### src/rtl/counter_pkg.sv
// Shared definitions for the counter control/compare block.
//   - Word addresses of the four MMIO registers
//   - Bit positions inside CTRL and STATUS
//   - FSM state type
package counter_pkg;

    // Register word addresses
    localparam logic [1:0] CTRL_A   = 2'd0;
    localparam logic [1:0] CMP_A    = 2'd1;
    localparam logic [1:0] STATUS_A = 2'd2;
    localparam logic [1:0] COUNT_A  = 2'd3;

    // CTRL bit positions; CLR is write-only and not stored
    localparam int unsigned CTRL_EN      = 0;
    localparam int unsigned CTRL_AUTOCLR = 1;
    localparam int unsigned CTRL_IRQEN   = 2;
    localparam int unsigned CTRL_ONESHOT = 3;
    localparam int unsigned CTRL_CLR     = 4;

    // STATUS bit positions
    localparam int unsigned ST_MATCH = 0;
    localparam int unsigned ST_OVF   = 1;

    typedef enum logic [1:0] {IDLE, ARMED, FIRED} cnt_state_t;

endpackage

### src/rtl/counter_ctrl.sv
// Control and compare stage for the free-running cycle counter.
// Provides CTRL/CMP/STATUS/COUNT word registers over a simple MMIO strobe
// interface, compare-match detection with auto-reload and one-shot modes,
// a sticky MATCH flag and a level interrupt.
//
// Ports:
//   clk        system clock
//   Rst        synchronous active-low reset
//   addr       word select: 0 CTRL, 1 CMP, 2 STATUS, 3 COUNT
//   wr_en      single-cycle write strobe
//   rd_en      single-cycle read strobe
//   wdata      write data
//   rdata      read data, valid the cycle after rd_en, held otherwise
//   cnt_dout   current counter value
//   cnt_ovflw  counter overflow flag (held by the counter until cleared)
//   cnt_zero   registered synchronous clear pulse to the counter
//   irq        level interrupt = MATCH & IRQEN
module counter_ctrl
    import counter_pkg::*;
#(
    parameter int unsigned CNT_W  = 32,
    parameter int unsigned ADDR_W = 2
) (
    input  logic              clk,
    input  logic              Rst,
    input  logic [ADDR_W-1:0] addr,
    input  logic              wr_en,
    input  logic              rd_en,
    input  logic [31:0]       wdata,
    output logic [31:0]       rdata,
    input  logic [CNT_W-1:0]  cnt_dout,
    input  logic              cnt_ovflw,
    output logic              cnt_zero,
    output logic              irq
);

    logic [CTRL_CLR-1:0] ctrl_q;
    logic [CNT_W-1:0]    cmp_q;
    logic                match_q;
    cnt_state_t          state_q;
    logic [31:0]         rdata_q;
    logic                cnt_zero_q;
    // Stretches the reset-driven clear into the first cycle after release
    logic                rst_hold_q;

    logic wr_ctrl, wr_cmp, wr_status;
    logic match_evt;
    logic zero_req;
    logic [31:0] rd_mux;

    assign wr_ctrl   = wr_en && (addr == ADDR_W'(CTRL_A));
    assign wr_cmp    = wr_en && (addr == ADDR_W'(CMP_A));
    assign wr_status = wr_en && (addr == ADDR_W'(STATUS_A));

    // Uses the registered CTRL/CMP, so a same-cycle write only affects later cycles
    assign match_evt = (state_q == ARMED) && (cnt_dout == cmp_q);

    // All clear sources merge into one pulse request
    assign zero_req = (wr_ctrl && wdata[CTRL_CLR])
                    | (wr_status && wdata[ST_OVF])
                    | (match_evt && ctrl_q[CTRL_AUTOCLR]);

    always_comb begin
        rd_mux = '0;
        case (addr)
            ADDR_W'(CTRL_A):   rd_mux = 32'(ctrl_q);
            ADDR_W'(CMP_A):    rd_mux = 32'(cmp_q);
            ADDR_W'(STATUS_A): rd_mux = {30'd0, cnt_ovflw, match_q};
            ADDR_W'(COUNT_A):  rd_mux = 32'(cnt_dout);
            default:           rd_mux = '0;
        endcase
    end

    always_ff @(posedge clk) begin
        if (!Rst) begin
            ctrl_q     <= '0;
            cmp_q      <= '1;
            match_q    <= 1'b0;
            state_q    <= IDLE;
            rdata_q    <= '0;
            cnt_zero_q <= 1'b1;
            rst_hold_q <= 1'b1;
        end else begin
            rst_hold_q <= 1'b0;
            cnt_zero_q <= rst_hold_q | zero_req;

            if (wr_ctrl) begin
                ctrl_q <= wdata[CTRL_CLR-1:0];
            end
            if (wr_cmp) begin
                cmp_q <= wdata[CNT_W-1:0];
            end

            // A new match beats a simultaneous write-1-to-clear
            match_q <= match_evt | (match_q & ~(wr_status & wdata[ST_MATCH]));

            if (rd_en) begin
                rdata_q <= rd_mux;
            end

            case (state_q)
                IDLE: begin
                    if (ctrl_q[CTRL_EN]) begin
                        state_q <= ARMED;
                    end
                end
                ARMED: begin
                    if (match_evt && ctrl_q[CTRL_ONESHOT]) begin
                        state_q <= FIRED;
                    end
                end
                FIRED: begin
                    if (wr_ctrl && wdata[CTRL_EN]) begin
                        state_q <= ARMED;
                    end
                end
                default: state_q <= IDLE;
            endcase

            // Disabling wins over every other transition; a match in this
            // cycle has already been captured in match_q above.
            if (wr_ctrl && !wdata[CTRL_EN]) begin
                state_q <= IDLE;
            end
        end
    end

    assign rdata    = rdata_q;
    assign cnt_zero = cnt_zero_q;
    assign irq      = match_q & ctrl_q[CTRL_IRQEN];

endmodule

### config.mk
export PLATFORM = sky130hd
export DESIGN_NAME = counter_ctrl
export DESIGN_NICKNAME = d
export VERILOG_FILES = /design/src/rtl/counter_pkg.sv /design/src/rtl/counter_ctrl.sv
export SDC_FILE = /design/constraint.sdc
export NUM_CORES = 1
export LEC_CHECK = 0
export CAP_MARGIN = 25
export CORE_ASPECT_RATIO = 1.2
export CORE_MARGIN = 1.5
export CORE_UTILIZATION = 40
export CTS_BUF_LIST = sky130_fd_sc_hd__clkbuf_8
export DETAILED_ROUTE_END_ITERATION = 8
export DONT_BUFFER_PORTS = 1
export GPL_ROUTABILITY_DRIVEN = 0
export GPL_TIMING_DRIVEN = 0
export PLACE_DENSITY = 0.57
export SYNTH_ARGS = -nofsm -noshare
export SYNTH_HDL_FRONTEND = slang
export SYNTH_SLANG_ARGS = --single-unit
### constraint.sdc
create_clock -name clk -period 1.6 [get_ports clk]
set_input_delay 0.4 -clock clk [delete_from_list [all_inputs] [get_ports clk]]
set_output_delay 0.4 -clock clk [all_outputs]
set_load 0.03 [all_outputs]
==> results of run 1 <==
-- final timing paths --
check	endpoint	from
worst max-delay path	state_q[1]	cmp_q[5]
worst min-delay path	cmp_q[0]	wdata[0]
worst max register to register	state_q[1]	cmp_q[5]
worst min register to register	cnt_zero	rst_hold_q
-- cells by family (layout without fill, tap and decap cells) --
kind of cell           Yosys count  count (layout)  synth area share, %
AO/OA/AOI/OAI                   42              42                 7.26
XOR/XNOR                        32              32                 8.48
buffers and inverters           29              49                 3.48
flip-flops                      73              73                 44.2
multiplexers                    36              36                 11.7
AND/OR/NAND/NOR                190             190                 24.9
-- routing by layer --
metal	track usage (%)	wire length, um	vias to the layer above
li1	-	-	1366
met1	25.0	3860	1229
met2	34.1	4260	68
met3	6.57	572	13
met4	8.56	184	0
met5	0	0	-
-- placed cells by master, fill, tap and decap left out, types with 2 or more instances in the layout --
| master | netlist | layout |
|---|---|---|
| inv_1 | 1 | 3 |
| clkbuf_8 | 0 | 11 |
| xor2_2 | 0 | 3 |
| clkinv_2 | 0 | 3 |
| nor4_1 | 5 | 2 |
| nand2_1 | 76 | 76 |
| nor3b_1 | 2 | 2 |
| o21a_1 | 2 | 2 |
| xor2_1 | 24 | 21 |
| mux2_1 | 2 | 2 |
| nor4_2 | 1 | 2 |
| a221oi_1 | 2 | 2 |
| nand4_1 | 2 | 2 |
| a21oi_1 | 33 | 33 |
| buf_2 | 5 | 5 |
| mux2i_1 | 32 | 32 |
| clkbuf_1 | 22 | 20 |
| clkbuf_2 | 0 | 2 |
| nor3_1 | 4 | 4 |
| nand3_1 | 33 | 32 |
| dfxtp_2 | 0 | 3 |
| nor4_4 | 0 | 2 |
| mux4_2 | 2 | 2 |
| nor2_1 | 61 | 61 |
| xnor2_1 | 8 | 8 |
| and2_1 | 2 | 2 |
| dfxtp_1 | 73 | 69 |
| buf_4 | 0 | 4 |
-- power groups by stage --
stage,registers [mW],clock network [mW],logic (mW)
after floorplan,2.09,0,0.334
after global placement,2.11,0,0.419
after detailed placement,2.11,0,0.425
after CTS,2.07,1.36,0.440
after global routing,2.08,1.45,0.500
final,2.07,1.30,0.443
-- repair_timing --
action | in CTS | in global routing
setup buffers | 3 | 1
pin swaps | 8 | 3
resized for setup | 7 | 11
setup endpoints to repair | 4 | 15
-- synth_stat cells --
cell type	count
a2111o_1	1
a21oi_1	33
a221oi_1	2
a31o_1	1
and2_1	2
and3b_1	1
and4b_1	1
buf_2	5
clkbuf_1	22
dfxtp_1	73
inv_1	1
inv_2	1
mux2_1	2
mux2i_1	32
mux4_2	2
nand2_1	76
nand3_1	33
nand3b_1	1
nand4_1	2
nand4_2	1
nor2_1	61
nor3_1	4
nor3b_1	2
nor4_1	5
nor4_2	1
o21a_1	2
o21ai_0	1
o2bb2ai_1	1
o311ai_0	1
xnor2_1	8
xor2_1	24
-- area by class of cell --
| class | count | share of cell area [%] |
|---|---|---|
| multi-input combinational | 300 | 48.4 |
| sequential | 73 | 39.7 |
| clock buffer | 11 | 4.09 |
| tap | 95 | 3.21 |
| buffer | 27 | 2.97 |
| timing repair buffer | 4 | 0.811 |
| clock inverter | 5 | 0.608 |
| inverter | 2 | 0.203 |
-- registers in the layout, indices dropped and copies added, names as in the netlist --
| register | flops |
|---|---|
| cmp_q | 32 |
| rdata | 32 |
| ctrl_q | 4 |
| state_q | 2 |
| cnt_zero | 1 |
| match_q | 1 |
| rst_hold_q | 1 |
-- metrics by stage --
step	setup WS (ps)	TNS (ps)
CTS	-63.5	-194
floorplan	71.3	0
finish	-47.3	-119
global route	-116	-415
global placement	-447	-13840
detailed placement	-461	-14940
==> impl_metrics.json, run 1 <==
{
  "outcome": "finished with violations",
  "violations": "negative setup slack",
  "cp_data_required_time_ps": 1900,
  "peakVddDrop_mv": 0.417,
  "worstPathMaxFanout": 4,
  "finClkSkew_ps": 7.56,
  "io_pins": 105,
  "ys_ff_latch": 73,
  "tritoncts": "done",
  "finalCriticalPeriod_ps": 1650,
  "leakagePower_nw": 1.57,
  "num_rows": 36,
  "numCtsBuffers": 9,
  "drt_wl_total_mm": 8.88,
  "crit_type": "reg2reg",
  "slowest_stage": "dfxtp_1",
  "core_um2": 8060,
  "antenna_cells": 0,
  "synthToLayoutAreaGrowth_pct": 12.0,
  "rrSetupSlack_ps": -50,
  "grt_pass1_wl_mm": 13.6,
  "ys_types": 31,
  "crit_path_cell_trace": "xor2_1 -> nor4_2 -> nand3_2 -> nor4_4 -> buf_4 -> a31o_1",
  "final_util_pct": 45.9,
  "dr_total_vias": 2676,
  "drive_gt1_share_pct": 9.72,
  "power.share.switching_pct": 28.6,
  "ys_top_cells_by_area": "dfxtp_1, mux2i_1, nand2_1",
  "cts_num_sinks": 73,
  "clkPwrFrac_pct": 34.2,
  "post-route-drc-count": 0,
  "cts_root_buf": "clkbuf_8",
  "finalSetupViolCount": 4,
  "layout_setup_ws_ps": -47.3,
  "first_global_vias": 2601,
  "ys_seq_area_share_pct": 44.2,
  "syn-mean-instance-area_um2": 8.23,
  "power.density_nw_per_um2": 1030,
  "clockBufferDepth": 2,
  "hold_violations": 0,
  "hold_ws_ps": 161,
  "regArea_um2": 1470,
  "synth_nets": 473,
  "max-cap-violations": 0,
  "start_kind": "flop",
  "clock_latency_ps": 360,
  "ff2ff_path_depth": 6,
  "drtIter0Drc": 92,
  "numPortBuffers": 0,
  "cpPeakStageDelay_ps": 330,
  "timing.fmax_mhz": 607,
  "h-tree-depth": 3,
  "clk_pin_slew_ps": 70,
  "combPwrFrac_pct": 11.6,
  "yosys_warnings": 0,
  "internal-power_mw": 2.73,
  "grt_usage_pct": 20.7,
  "num-fill-cells": 813,
  "grt_max_degree": 12,
  "rsz0062_at_grt": "yes",
  "hpwlAfterDp_mm": 6.53,
  "p_seq_share_pct": 54.2,
  "multi_input_area_um2": 1790,
  "die_area_um2": 8820,
  "yosysTopAreaCell": "dfxtp_1",
  "p_sw_mw": 1.09,
  "firstDrtPassIters": 4,
  "synth_area_um2": 3310,
  "critPathTopFamily": "simple AND/OR/NAND/NOR gates",
  "hold_class": "in2reg",
  "fin_cells": 517,
  "fin_nets": 488,
  "cts_hold_buf": 0,
  "period_share_pct": 103,
  "tightest_slew_ps": 546,
  "placedCellCount": 497,
  "antenna_found_initial": 0,
  "critPathArrivalTime_ps": 1950,
  "stdcell_area_um2": 3700,
  "initial_utilization_pct": 41.0,
  "wl_per_cell_um": 17.2,
  "slew_violations": 0,
  "crit_buf_inv": 1,
  "cp-end-kind": "flop",
  "yosys.area.top_type_share_pct": 44.2,
  "die_x_um": 86,
  "fp.dieH_um": 103,
  "overflow": 0,
  "worstHoldPathCells": 2,
  "postPlaceCellArea_um2": 3430,
  "syn_inst": 402,
  "p_total_mw": 3.82,
  "cp.depth": 6,
  "ant_nets": 0,
  "relSlewSlack_pct": 63.6,
  "via_per_inst": 5.18
}
Power figures use the tool's default switching activity.
==> run 2, diff against run 1 <==
- CORE_UTILIZATION: 40 -> 59
- PLACE_DENSITY: 0.57 -> 0.79
==> run 2 against run 1 <==
  * The run still ends with negative setup slack left
  * Core utilization rose by 22 points
  * Flip-flop and latch count did not move
  * First-iteration DRC count rose by 84%
  * Critical path depth down 1
  * Largest power group unchanged
==> impl_metrics.json, run 2 (synthesis results as in run 1) <==
{
  "clk_pin_slew_ps": 80,
  "overflow": 0,
  "clkPwrFrac_pct": 32.7,
  "hpwlAfterDp_mm": 5.96,
  "finalCriticalPeriod_ps": 1650,
  "num-fill-cells": 461,
  "die_area_um2": 6070,
  "cts_root_buf": "clkbuf_8",
  "fin_nets": 487,
  "multi_input_area_um2": 1780,
  "drive_gt1_share_pct": 9.29,
  "p_sw_mw": 1.09,
  "synthToLayoutAreaGrowth_pct": 9.61,
  "layout_setup_ws_ps": -45.2,
  "rsz0062_at_grt": "yes",
  "finalSetupViolCount": 3,
  "tritoncts": "done",
  "numPortBuffers": 0,
  "relSlewSlack_pct": 65.1,
  "internal-power_mw": 2.64,
  "initial_utilization_pct": 62.0,
  "cpPeakStageDelay_ps": 420,
  "critPathArrivalTime_ps": 1940,
  "tns_ps": -87.1,
  "crit_type": "reg2reg",
  "grt_max_degree": 13,
  "final_cell_mix": "nand2_1, dfxtp_1, nor2_1",
  "postPlaceCellArea_um2": 3380,
  "hold_ws_ps": 169,
  "hold_violations": 0,
  "cp_data_required_time_ps": 1890,
  "hold_class": "in2reg",
  "post-route-drc-count": 0,
  "crit_path_cell_trace": "xor2_1 -> nor4_2 -> nand3_1 -> nor4_4 -> a2111o_1",
  "tightest_slew_ps": 523,
  "antenna_found_initial": 0,
  "critPathTopFamily": "simple AND/OR/NAND/NOR gates",
  "peakVddDrop_mv": 0.582,
  "dr_total_vias": 2782,
  "finClkSkew_ps": 7.43,
  "ant_nets": 0,
  "via_per_inst": 5.77,
  "numCtsBuffers": 9,
  "worstPathMaxFanout": 4,
  "p_total_mw": 3.73,
  "core_um2": 5330,
  "cts_num_sinks": 73,
  "die_x_um": 71.3,
  "num_rows": 29,
  "clockBufferDepth": 2,
  "timing.fmax_mhz": 608,
  "final_common_cell": "nand2_1",
  "firstDrtPassIters": 5,
  "outcome": "finished with violations",
  "power.share.switching_pct": 29.2,
  "fp.dieH_um": 85.0,
  "p_seq_share_pct": 55.5,
  "regArea_um2": 1470,
  "h-tree-depth": 3,
  "grt_usage_pct": 27.7,
  "grt_pass1_wl_mm": 13.0,
  "clock_latency_ps": 350,
  "leakagePower_nw": 1.54,
  "slew_violations": 0,
  "stdcell_area_um2": 3620,
  "max-cap-violations": 0,
  "slowest_stage": "nor4_4",
  "drt_wl_total_mm": 8.27,
  "combPwrFrac_pct": 11.8,
  "drtIter0Drc": 169,
  "period_share_pct": 103,
  "rrSetupSlack_ps": -50,
  "crit_buf_inv": 0,
  "start_kind": "flop",
  "io_pins": 105,
  "antenna_cells": 0,
  "violations": "negative setup slack",
  "cp-end-kind": "flop",
  "final_util_pct": 68.0,
  "wl_per_cell_um": 17.2,
  "first_global_vias": 2708,
  "power.density_nw_per_um2": 1030
}
## run 2: through the flow
stage,setup WS [ps],instances
global route,-132,482
finish,-45.2,482
global placement,-367,464
CTS,-62.4,482
floorplan,71.3,402
detailed placement,-334,464
## run 2: cell type report
type	count	area share, %
Sequential cell	73	40.6
Tap cell	62	2.14
Inverter	2	0.207
Timing Repair Buffer	3	0.621
Buffer	27	2.97
Multi-Input combinational cell	300	49.1
Clock buffer	9	3.42
Clock inverter	6	1.00
## run 2: worst paths after layout
path | start | to | cells past startpoint
worst min-delay path | wdata[10] | cmp_q[10] | 2
worst max-delay path | cmp_q[7] | cnt_zero | 5
worst max register to register | cmp_q[7] | cnt_zero | 5
worst min register to register | rst_hold_q | cnt_zero | 1
## run 2: per-layer routing
layer  share of wire (%)  global-route usage (%)  up-vias
li1                    -                       -     1379
met1                  40                    32.6     1286
met2                  50                    47.0      104
met3                 8.4                    8.91       13
met4                 1.7                    10.1        0
met5                   0                       0        -
## run 2: power by group through the flow
stage	clock, mW	sequential, mW	combinational [mW]
after floorplan	0	2.09	0.334
after global placement	0	2.11	0.406
after detailed placement	0	2.11	0.416
after CTS	1.24	2.07	0.434
after global routing	1.32	2.08	0.492
final	1.22	2.07	0.440
## run 2: worst reg2reg max path, stage by stage (launching register included)
cell and delay (ps):
dfxtp_2 330, xor2_1 160, nor4_2 300, nand3_1 160
nor4_4 420, a2111o_1 210
## run 2: timing repair
action / in CTS / in global routing
hold buffers: 0 / 0
pin swaps: 10 / 2
setup buffers: 3 / 0
resized for setup: 9 / 4
setup endpoints to repair: 4 / 8
==> run 3, diff against run 2 <==
- CELL_PAD_IN_SITES_DETAIL_PLACEMENT: not set -> 1
- CELL_PAD_IN_SITES_GLOBAL_PLACEMENT: not set -> 1
- CORE_UTILIZATION: 59 -> 43
- CTS_CLUSTER_DIAMETER: not set -> 150
==> run 3 against run 2 <==
  * Critical endpoint unchanged
  * Non-clock buffer count increased by 2
  * Setup slack got worse by 8.7 ps
  * Global-route usage decreased by 3.0 points
  * Combinational power increased by 7.0%
  * Clock power increased by 48%
  * Sequential share of layout area decreased by 1.8 points
  * The run still ends with negative setup slack left
  * Final area increased by 4.6%
  * Sequential power about the same
  * Flip-flop and latch count unchanged
==> impl_metrics.json, run 3 (synthesis results as in run 1) <==
{
  "fp.dieH_um": 99.1,
  "tightest_slew_ps": 556,
  "fin_cells": 513,
  "post-route-drc-count": 0,
  "clk_pin_slew_ps": 80,
  "critPathArrivalTime_ps": 1950,
  "die_x_um": 83.1,
  "period_share_pct": 103,
  "rsz0062_at_grt": "yes",
  "initial_utilization_pct": 44.9,
  "critPathTopFamily": "simple AND/OR/NAND/NOR gates",
  "timing.fmax_mhz": 605,
  "layout_setup_ws_ps": -53.9,
  "cts_num_sinks": 73,
  "power.density_nw_per_um2": 1140,
  "die_area_um2": 8230,
  "antenna_cells": 0,
  "drtIter0Drc": 120,
  "r2r-end": "cnt_zero",
  "cp-end-kind": "flop",
  "hpwlAfterDp_mm": 7.12,
  "relSlewSlack_pct": 63.0,
  "overflow": 0,
  "cp.depth": 6,
  "fin_nets": 489,
  "synthToLayoutAreaGrowth_pct": 14.7,
  "h-tree-depth": 3,
  "cp_data_required_time_ps": 1900,
  "placedCellCount": 492,
  "grt_max_degree": 13,
  "core_um2": 7360,
  "wl_per_cell_um": 19.3,
  "reg2reg_from": "cmp_q[26]",
  "antenna_found_initial": 0,
  "cts_hold_buf": 0,
  "hold_class": "in2reg",
  "rrSetupSlack_ps": -50,
  "io_pins": 105,
  "ff2ff_path_depth": 6,
  "slew_violations": 0,
  "crit_path_cell_trace": "xor2_2 -> nor4_4 -> nand4_1 -> nor4_4 -> buf_4 -> a2111o_1",
  "clockBufferDepth": 2,
  "hold_ws_ps": 160,
  "grt_pass1_wl_mm": 15.6,
  "crit_start": "cmp_q[26]",
  "numCtsBuffers": 9,
  "max-cap-violations": 0,
  "clock_latency_ps": 360,
  "final_common_cell": "nand2_1",
  "drt_wl_total_mm": 9.89,
  "dr_total_vias": 2888,
  "worstPathMaxFanout": 4,
  "via_per_inst": 5.63,
  "grt_usage_pct": 24.7,
  "peakVddDrop_mv": 0.573,
  "cp_common_cell": "nor4_4",
  "final_cell_mix": "nand2_1, dfxtp_1, nor2_1",
  "leakagePower_nw": 1.60,
  "numPortBuffers": 0,
  "first_global_vias": 2994,
  "hold_violations": 0,
  "outcome": "finished with violations",
  "finalSetupViolCount": 4,
  "cts_root_buf": "clkbuf_8",
  "violations": "negative setup slack",
  "crit_type": "reg2reg",
  "finClkSkew_ps": 10.4,
  "num_rows": 34,
  "drive_gt1_share_pct": 11.8,
  "finalCriticalPeriod_ps": 1650,
  "crit_buf_inv": 1,
  "start_kind": "flop",
  "endpoint": "cnt_zero",
  "firstDrtPassIters": 4,
  "slowest_stage": "dfxtp_2",
  "tritoncts": "done",
  "cpPeakStageDelay_ps": 350,
  "ant_nets": 0
}
[run 3: cell count changes in the layout (fill, tap and decap cells not counted), moves of 3 or more]
cell and change:
bufinv_16 +3, dfxtp_2 +3, clkbuf_1 -5, clkbuf_2 +4
[run 3: cell type report]
class	instances	area, um^2
inverters	2	7.51
clock buffers	10	138
clock inverters	6	105
multi-input cells	300	1810
repair buffers	5	37.5
plain buffers	27	113
well taps	90	113
fillers	912	3570
flip-flops and latches	73	1470
[run 3: repair_timing]
| action | 4_1_cts | 5_1_grt |
|---|---|---|
| setup endpoints to repair | 4 | 27 |
| pin swaps | 10 | 2 |
| gates resized for setup | 10 | 17 |
| buffers inserted | 5 | 0 |
[run 3: power breakdown]
part | leakage (nW) | switching, mW | internal, mW | total [mW]
Clock | 0.126 | 0.727 | 1.07 | 1.80
Sequential | 0.596 | 0.161 | 1.91 | 2.07
Combinational | 0.880 | 0.279 | 0.192 | 0.471
Total | 1.60 | 1.17 | 3.17 | 4.34
[run 3: per-layer routing]
| metal | share of wire, % | vias up | GRT usage, % | wire length, um |
|---|---|---|---|---|
| met2 | 50 | 92 | 41.8 | 4950 |
| met5 | 0 | - | 0 | 0 |
| met3 | 6.8 | 28 | 7.29 | 674 |
| li1 | - | 1376 | - | - |
| met1 | 41 | 1392 | 28.2 | 4010 |
| met4 | 2.6 | 0 | 13.1 | 256 |
[run 3: worst min-delay path by stage]
| stage | slack, ps | end | start | cells past startpoint |
|---|---|---|---|---|
| CTS | 150 | cmp_q[25] | wdata[25] | 2 |
| finish | 160 | cmp_q[25] | wdata[25] | 2 |
| detailed placement | 430 | cnt_zero | rst_hold_q | 1 |
| global placement | 430 | cnt_zero | rst_hold_q | 1 |
| floorplan | 400 | cnt_zero | rst_hold_q | 1 |
| global route | 160 | cmp_q[22] | wdata[22] | 2 |
[run 3: through the flow]
| stage | total power, mW | util (%) | setup TNS [ps] | setup slack [ps] | cell area (um^2) |
|---|---|---|---|---|---|
| 6_report | 4.34 | 51.5 | -163 | -53.9 | 3790 |
| 2_1_floorplan | 2.43 | - | 0 | 71.3 | 3310 |
| 3_5_place_dp | 2.55 | 46.5 | -14720 | -432 | 3420 |
| 5_1_grt | 4.49 | 51.5 | -438 | -108 | 3790 |
| 3_3_place_gp | 2.53 | 46.5 | -13420 | -442 | 3420 |
| 4_1_cts | 4.34 | 50.9 | -95.7 | -32.9 | 3750 |
